$ cat config.mk
export PLATFORM = sky130hd
export DESIGN_NAME = branch_predictor_flat
export DESIGN_NICKNAME = d
export VERILOG_FILES = /design/src/rtl/branch_predictor_if.sv /design/src/rtl/branch_predictor.sv /design/src/flat_wrapper.sv
export SDC_FILE = /design/constraint.sdc
export NUM_CORES = 1
export LEC_CHECK = 0
export CAP_MARGIN = 10
export CORE_MARGIN = 5
export CORE_UTILIZATION = 55
export CTS_BUF_LIST = sky130_fd_sc_hd__clkbuf_4
export DETAILED_ROUTE_END_ITERATION = 12
export GPL_TIMING_DRIVEN = 0
export PLACE_DENSITY = 0.74
export SETUP_SLACK_MARGIN = 0.05
export SLEW_MARGIN = 0
export SYNTH_ARGS = -nofsm -noshare
export SYNTH_HDL_FRONTEND = slang
export SYNTH_SLANG_ARGS = --single-unit
$ cat constraint.sdc
create_clock -name CLK -period 10.2 [get_ports CLK]
set_clock_uncertainty 0.15 [all_clocks]
set_input_delay 3.06 -clock CLK [delete_from_list [all_inputs] [get_ports CLK]]
set_output_delay 3.06 -clock CLK [all_outputs]
set_load 0.01 [all_outputs]
$ cat src/rtl/branch_predictor_if.sv
// Fetch/update bus between the pipeline and the branch predictor.
// The master is the pipeline side: it presents the fetch PC and resolved
// branch outcomes. The slave is the predictor: it returns the prediction
// and the flush/recovery request.
interface branch_predictor_if;
    logic [31:0] fetch_pc;
    logic        pred_taken;
    logic [31:0] pred_target;
    logic        upd_valid;
    logic [31:0] upd_pc;
    logic [31:0] upd_target;
    logic        upd_taken;
    logic        upd_pred_taken;
    logic [31:0] upd_pred_target;
    logic        mispredict;
    logic [31:0] recover_pc;

    modport master (
        output fetch_pc, upd_valid, upd_pc, upd_target, upd_taken,
               upd_pred_taken, upd_pred_target,
        input  pred_taken, pred_target, mispredict, recover_pc
    );

    modport slave (
        input  fetch_pc, upd_valid, upd_pc, upd_target, upd_taken,
               upd_pred_taken, upd_pred_target,
        output pred_taken, pred_target, mispredict, recover_pc
    );
endinterface

$ cat src/rtl/branch_predictor.sv
// Direct-mapped branch target buffer with per-entry saturating counters.
// Lookup is combinational on fetch_pc; training happens on the clock edge
// from the resolved instruction in MEM. Valid bits and counters clear
// asynchronously on RST; tags and targets are left as they are because an
// invalid entry can never hit.
// Optional feature: define BRANCH_PREDICTOR_STATS_EN to add saturating
// lookup / mispredict statistics counters and their output ports.
module branch_predictor #(
    parameter int ENTRIES = 16,
    parameter int CTR_W   = 2
) (
    input  logic                CLK,
    input  logic                RST,
    branch_predictor_if.slave   bus
`ifdef BRANCH_PREDICTOR_STATS_EN
    ,
    output logic [31:0]         stat_lookups,
    output logic [31:0]         stat_mispred
`endif
);
    localparam int IDX_W = $clog2(ENTRIES);
    localparam int TAG_W = 30 - IDX_W;
    localparam logic [CTR_W-1:0] CTR_MAX  = {CTR_W{1'b1}};
    // Only the top bit set: the weakest counter value that still predicts taken.
    localparam logic [CTR_W-1:0] CTR_WEAK = CTR_MAX ^ (CTR_MAX >> 1);

    logic             valid_q  [ENTRIES];
    logic             valid_d  [ENTRIES];
    logic [TAG_W-1:0] tag_q    [ENTRIES];
    logic [TAG_W-1:0] tag_d    [ENTRIES];
    logic [31:0]      target_q [ENTRIES];
    logic [31:0]      target_d [ENTRIES];
    logic [CTR_W-1:0] ctr_q    [ENTRIES];
    logic [CTR_W-1:0] ctr_d    [ENTRIES];

    logic [IDX_W-1:0] f_idx_s;
    logic [TAG_W-1:0] f_tag_s;
    logic             f_hit_s;
    logic [CTR_W-1:0] f_ctr_s;
    logic             pred_taken_s;

    logic [IDX_W-1:0] u_idx_s;
    logic [TAG_W-1:0] u_tag_s;
    logic             u_hit_s;
    logic [CTR_W-1:0] u_ctr_s;
    logic             upd_en_s;
    logic             mispredict_s;

    // Byte offset within a word never participates in indexing or tagging.
    logic unused_pc_bits;
    assign unused_pc_bits = ^{bus.fetch_pc[1:0], bus.upd_pc[1:0]};

    // Zero-cycle lookup at the fetch PC; sees pre-update contents.
    always_comb begin
        f_idx_s      = bus.fetch_pc[IDX_W+1:2];
        f_tag_s      = bus.fetch_pc[31:IDX_W+2];
        f_hit_s      = valid_q[f_idx_s] && (tag_q[f_idx_s] == f_tag_s);
        f_ctr_s      = ctr_q[f_idx_s];
        pred_taken_s = f_hit_s && f_ctr_s[CTR_W-1];
    end

    assign bus.pred_taken  = pred_taken_s;
    assign bus.pred_target = pred_taken_s ? target_q[f_idx_s] : (bus.fetch_pc + 32'd4);

    // Resolution check: wrong direction, or taken to a different target.
    always_comb begin
        mispredict_s = bus.upd_valid &&
                       ((bus.upd_taken != bus.upd_pred_taken) ||
                        (bus.upd_taken && (bus.upd_target != bus.upd_pred_target)));
    end

    assign bus.mispredict = mispredict_s;
    assign bus.recover_pc = bus.upd_taken ? bus.upd_target : (bus.upd_pc + 32'd4);

    // Next-state of the table from the resolved instruction.
    always_comb begin
        valid_d  = valid_q;
        tag_d    = tag_q;
        target_d = target_q;
        ctr_d    = ctr_q;
        u_idx_s  = bus.upd_pc[IDX_W+1:2];
        u_tag_s  = bus.upd_pc[31:IDX_W+2];
        u_hit_s  = valid_q[u_idx_s] && (tag_q[u_idx_s] == u_tag_s);
        u_ctr_s  = ctr_q[u_idx_s];
        // An update racing a reset is dropped, including the unreset fields.
        upd_en_s = bus.upd_valid && !RST;
        if (upd_en_s) begin
            case ({u_hit_s, bus.upd_taken})
                2'b11: begin
                    ctr_d[u_idx_s]    = (u_ctr_s == CTR_MAX) ? u_ctr_s : (u_ctr_s + CTR_W'(1));
                    target_d[u_idx_s] = bus.upd_target;
                end
                2'b10: begin
                    ctr_d[u_idx_s] = (u_ctr_s == '0) ? u_ctr_s : (u_ctr_s - CTR_W'(1));
                end
                2'b01: begin
                    valid_d[u_idx_s]  = 1'b1;
                    tag_d[u_idx_s]    = u_tag_s;
                    target_d[u_idx_s] = bus.upd_target;
                    ctr_d[u_idx_s]    = CTR_WEAK;
                end
                default: begin
                    // Not-taken miss: nothing worth learning.
                    ctr_d[u_idx_s] = u_ctr_s;
                end
            endcase
        end else begin
            ctr_d[u_idx_s] = u_ctr_s;
        end
    end

    // Valid bits and counters: async clear so all history is lost at once.
    always_ff @(posedge CLK or posedge RST) begin
        if (RST) begin
            for (int i = 0; i < ENTRIES; i++) begin
                valid_q[i] <= 1'b0;
                ctr_q[i]   <= '0;
            end
        end else begin
            valid_q <= valid_d;
            ctr_q   <= ctr_d;
        end
    end

    // Tag and target storage; meaningless while the valid bit is clear.
    always_ff @(posedge CLK) begin
        tag_q    <= tag_d;
        target_q <= target_d;
    end

`ifdef BRANCH_PREDICTOR_STATS_EN
    logic [31:0] stat_lookups_q;
    logic [31:0] stat_lookups_d;
    logic [31:0] stat_mispred_q;
    logic [31:0] stat_mispred_d;

    // Saturating statistics: one lookup per unreset cycle, plus mispredicts.
    always_comb begin
        stat_lookups_d = (stat_lookups_q == 32'hFFFF_FFFF) ? stat_lookups_q
                                                           : (stat_lookups_q + 32'd1);
        if (mispredict_s && (stat_mispred_q != 32'hFFFF_FFFF)) begin
            stat_mispred_d = stat_mispred_q + 32'd1;
        end else begin
            stat_mispred_d = stat_mispred_q;
        end
    end

    // Statistics registers.
    always_ff @(posedge CLK or posedge RST) begin
        if (RST) begin
            stat_lookups_q <= 32'd0;
            stat_mispred_q <= 32'd0;
        end else begin
            stat_lookups_q <= stat_lookups_d;
            stat_mispred_q <= stat_mispred_d;
        end
    end

    assign stat_lookups = stat_lookups_q;
    assign stat_mispred = stat_mispred_q;
`endif
endmodule

$ cat src/flat_wrapper.sv
// flat-port wrapper written by rule: the top's interface ports become plain ports
module branch_predictor_flat 
#(
    parameter int ENTRIES = 16,
    parameter int CTR_W   = 2
)
  (CLK, RST, bus_fetch_pc, bus_upd_valid, bus_upd_pc, bus_upd_target, bus_upd_taken, bus_upd_pred_taken, bus_upd_pred_target, bus_pred_taken, bus_pred_target, bus_mispredict, bus_recover_pc);
  branch_predictor_if bus_i ();
  input  logic CLK;
  input  logic RST;
  input wire logic [$bits(bus_i.fetch_pc)-1:0] bus_fetch_pc;
  input wire logic [$bits(bus_i.upd_valid)-1:0] bus_upd_valid;
  input wire logic [$bits(bus_i.upd_pc)-1:0] bus_upd_pc;
  input wire logic [$bits(bus_i.upd_target)-1:0] bus_upd_target;
  input wire logic [$bits(bus_i.upd_taken)-1:0] bus_upd_taken;
  input wire logic [$bits(bus_i.upd_pred_taken)-1:0] bus_upd_pred_taken;
  input wire logic [$bits(bus_i.upd_pred_target)-1:0] bus_upd_pred_target;
  output wire logic [$bits(bus_i.pred_taken)-1:0] bus_pred_taken;
  output wire logic [$bits(bus_i.pred_target)-1:0] bus_pred_target;
  output wire logic [$bits(bus_i.mispredict)-1:0] bus_mispredict;
  output wire logic [$bits(bus_i.recover_pc)-1:0] bus_recover_pc;
  assign bus_i.fetch_pc = bus_fetch_pc;
  assign bus_i.upd_valid = bus_upd_valid;
  assign bus_i.upd_pc = bus_upd_pc;
  assign bus_i.upd_target = bus_upd_target;
  assign bus_i.upd_taken = bus_upd_taken;
  assign bus_i.upd_pred_taken = bus_upd_pred_taken;
  assign bus_i.upd_pred_target = bus_upd_pred_target;
  assign bus_pred_taken = bus_i.pred_taken;
  assign bus_pred_target = bus_i.pred_target;
  assign bus_mispredict = bus_i.mispredict;
  assign bus_recover_pc = bus_i.recover_pc;
  branch_predictor #(.ENTRIES(ENTRIES), .CTR_W(CTR_W)) u_core (.CLK(CLK), .RST(RST), .bus(bus_i));
endmodule
==> results.toml <==
[floorplanning]
initial_core_util_pct = 55.38
ios = 199
die_width_um = 291.8
die-area_sq_um = 85160
core-area_sq_um = 78870
rows = 103
die_h_um = 291.8

[place]
post-place-cells = 3514
place_hpwl_um = 93360
place_ws_ps = -2263
gp_congestion = 0.9482
portBuffers = 194
placed_cell_area_sq_um = 47940

[power_and_ir_drop]
p_per_area_nw_per_um2 = 166.7
leakage_nw = 17.18
finalPower_mw = 8.601
vdd.ir_drop.worst_uv = 106.8

[global_route]
grt_use_total_pct = 31.99
grt_pass1_wl_um = 192900
antenna_found_initial = 15
grt_overflow = 0
grt_max_degree = 29
grt_pass1_vias = 27010

[critical_path]
path_class = "in2out"
critPathLaunchType = "input pin"
r2r_cells = 12
critPathRequiredTime_ps = 6990
crit_fanout = 10
cp_data_arrival_time_ps = 6920
worst_setup_path_end_kind = "output pin"

[yosys]
synthMuxAreaShare_pct = 22.81
ys_warn_count = 0
synthAdderAreaFrac_pct = 0.1661
synth-xor-area-share_pct = 2.807
synth_ff_type = "edfxtp_1"
synthDistinctLibCells = 63
ys_seq_elements = 976
synth_top_family_by_area = "multiplexers"
yosys.area_share.simple_pct = 2.945
syn-cell-area_sq_um = 43680
yosysSeqAreaShare_pct = 66.54
synth-compound-area-share_pct = 2.890
async_reset_ff_share_pct = 4.918
synthesis.nets = 2373
synth_edf_count = 928
synth_area_per_cell_sq_um = 19.54
synthCells = 2235

[cells_and_area]
syn_to_final_growth_pct = 18.14
fin_util_pct = 65.43
post_route_cells_drive_above_1_share_pct = 34.80
layout.nets = 2853
design_area_sq_um = 51600
final_cells = 3951

[detailed_routing]
via_count = 26600
drt_pass1_iterations = 6
drt-initial-drc-count = 4005
drt_wl_total_um = 137200
antenna_left = 0
drc = 0
wire_per_inst_um = 34.72
viasPerCell = 6.732

[sta]
rsz0062_at_grt = "false"
worst_slack_ps = 65.27
worst_hold_slack_ps = 334.0
max_freq_mhz = 98.67
setup_tns_ps = 0
slew_viol_final = 0
max_slew_margin_pct = 8.714
finalSetupViolCount = 0
worst_pin_slew_ps = 1365
finalHoldViolCount = 0
fin_crit_ps = 10130
timing.final.crit_share_pct = 99.36

[clock_network]
cts_tree = "built"
numCtsBuffers = 239
cts_sinks = 976
clk_root_buffer_cell = "clkbuf_4"
clock_latency_ps = 1100
ctsLongestPathBuffers = 3
clk_pin_slew_ps = 50
htree_levels = 4

[min_path]
hold_depth = 2
hp-class = "reg2reg"

[flow_run]
maxCapViolCount = 0

[status]
status = "complete, no violations"
## worst max-delay path, cell delays in order
cell           delay [ps]
buf_4                 240
buf_2                 400
buf_2                 410
mux4_2                380
mux4_2                530
xnor2_1               270
nand4_1               140
or4_4                 540
buf_8                 160
buf_8                 160
mux2_4                320
dlygate4sd2_1         290
## cells in the final DEF (no fill, tap or decap), drive strengths merged, types with 7 or more instances in the layout
cell type	count
dlygate4sd2	23
o21ai	50
clkdlybuf4s15	16
nand2	97
clkinv	68
nor4	14
mux2	35
a41oi	16
o21bai	16
nor3	11
a211oi	8
a21oi	30
and3	7
clkbuf	408
diode	7
nor2	52
nand4	25
mux4	381
dlymetal6s2s	10
dfrtp	48
nor2b	10
xor2	66
nand3	35
a22oi	21
edfxtp	928
mux2i	88
a22o	7
inv	21
clkdlybuf4s50	144
buf	124
xnor2	74
## registers in the layout (all words and copies together) (netlist names)
name / flops
u_core.target_q: 512
u_core.ctr_q: 32
u_core.valid_q: 16
u_core.tag_q: 416
## where the power goes
part | switching (mW) | internal, mW
sequential | 0.0522 | 4.46
combinational | 0.523 | 0.403
clock | 1.60 | 1.56
total | 2.18 | 6.43
## synthesized netlist by cell type, drive strengths merged, types with 5 or more instances
cell | count | area, sq um
edfxtp | 928 | 27870
mux4 | 381 | 8581
nand2 | 97 | 364.1
mux2i | 88 | 880.8
buf | 82 | 520.5
xnor2 | 74 | 648.1
xor2 | 66 | 578.1
clkbuf | 63 | 236.5
nor2 | 52 | 195.2
o21ai | 50 | 287.8
dfrtp | 48 | 1201
mux2 | 35 | 503.0
nand3 | 35 | 175.2
a21oi | 30 | 150.1
nand4 | 25 | 156.4
a22oi | 21 | 157.7
a41oi | 16 | 140.1
o21bai | 16 | 120.1
nor4 | 14 | 87.58
inv | 12 | 45.04
nor3 | 11 | 60.06
nor2b | 10 | 62.56
a211oi | 8 | 60.06
a22o | 7 | 61.31
and3 | 7 | 43.79
a221oi | 5 | 43.79
a311oi | 5 | 43.79
a31oi | 5 | 31.28
and2 | 5 | 31.28
ha | 5 | 62.56
## metal layers
metal | global-route usage, % | up-vias | routed length, um
met5 | 0 | - | 90
met4 | 14.04 | 14 | 6524
met2 | 49.85 | 2166 | 64730
met3 | 10.59 | 360 | 18360
met1 | 41.89 | 13560 | 47490
li1 | - | 10500 | -
## timing repair
item                                    4_1_cts  5_1_grt
cloned                                        2        0
hold buffers                                  0        0
pin swaps                                     5        6
setup buffers                                10        2
resized for setup                           244       53
endpoints found under the setup margin       56       40
## kinds of logic after synthesis
logic type / Yosys count
AO/OA/AOI/OAI: 183
XOR/XNOR: 140
adder cells (fa/ha/maj): 6
buffers and inverters: 157
flip-flops: 976
multiplexers: 504
AND/OR/NAND/NOR: 269
## final cells by class
| class | count | area [sq um] |
|---|---|---|
| sequential | 976 | 29070 |
| fill | 5297 | 27270 |
| multi-input combinational | 1102 | 14230 |
| timing repair buffer | 243 | 2849 |
| clock buffer | 343 | 2575 |
| tap | 1050 | 1314 |
| buffer | 141 | 1087 |
| clock inverter | 77 | 415.4 |
| inverter | 12 | 45.04 |
| antenna | 7 | 17.52 |
## path summary, 6_finish.rpt
path / startpoint / endpoint / slack [ps]
max in group asynchronous: RST / u_core.ctr_q[14]$_DFF_PP0_ / 7150
min: u_core.ctr_q[14]$_DFF_PP0_ / u_core.ctr_q[14]$_DFF_PP0_ / 330
max reg2reg: u_core.tag_q[142]$_DFFE_PP_ / u_core.tag_q[123]$_DFFE_PP_ / 4960
min in group asynchronous: RST / u_core.ctr_q[9]$_DFF_PP0_ / 2200
min reg2reg: u_core.ctr_q[14]$_DFF_PP0_ / u_core.ctr_q[14]$_DFF_PP0_ / 330
max: bus_fetch_pc[3] / bus_pred_target[9] / 70
No activity file was read; power rests on OpenSTA's default activity.
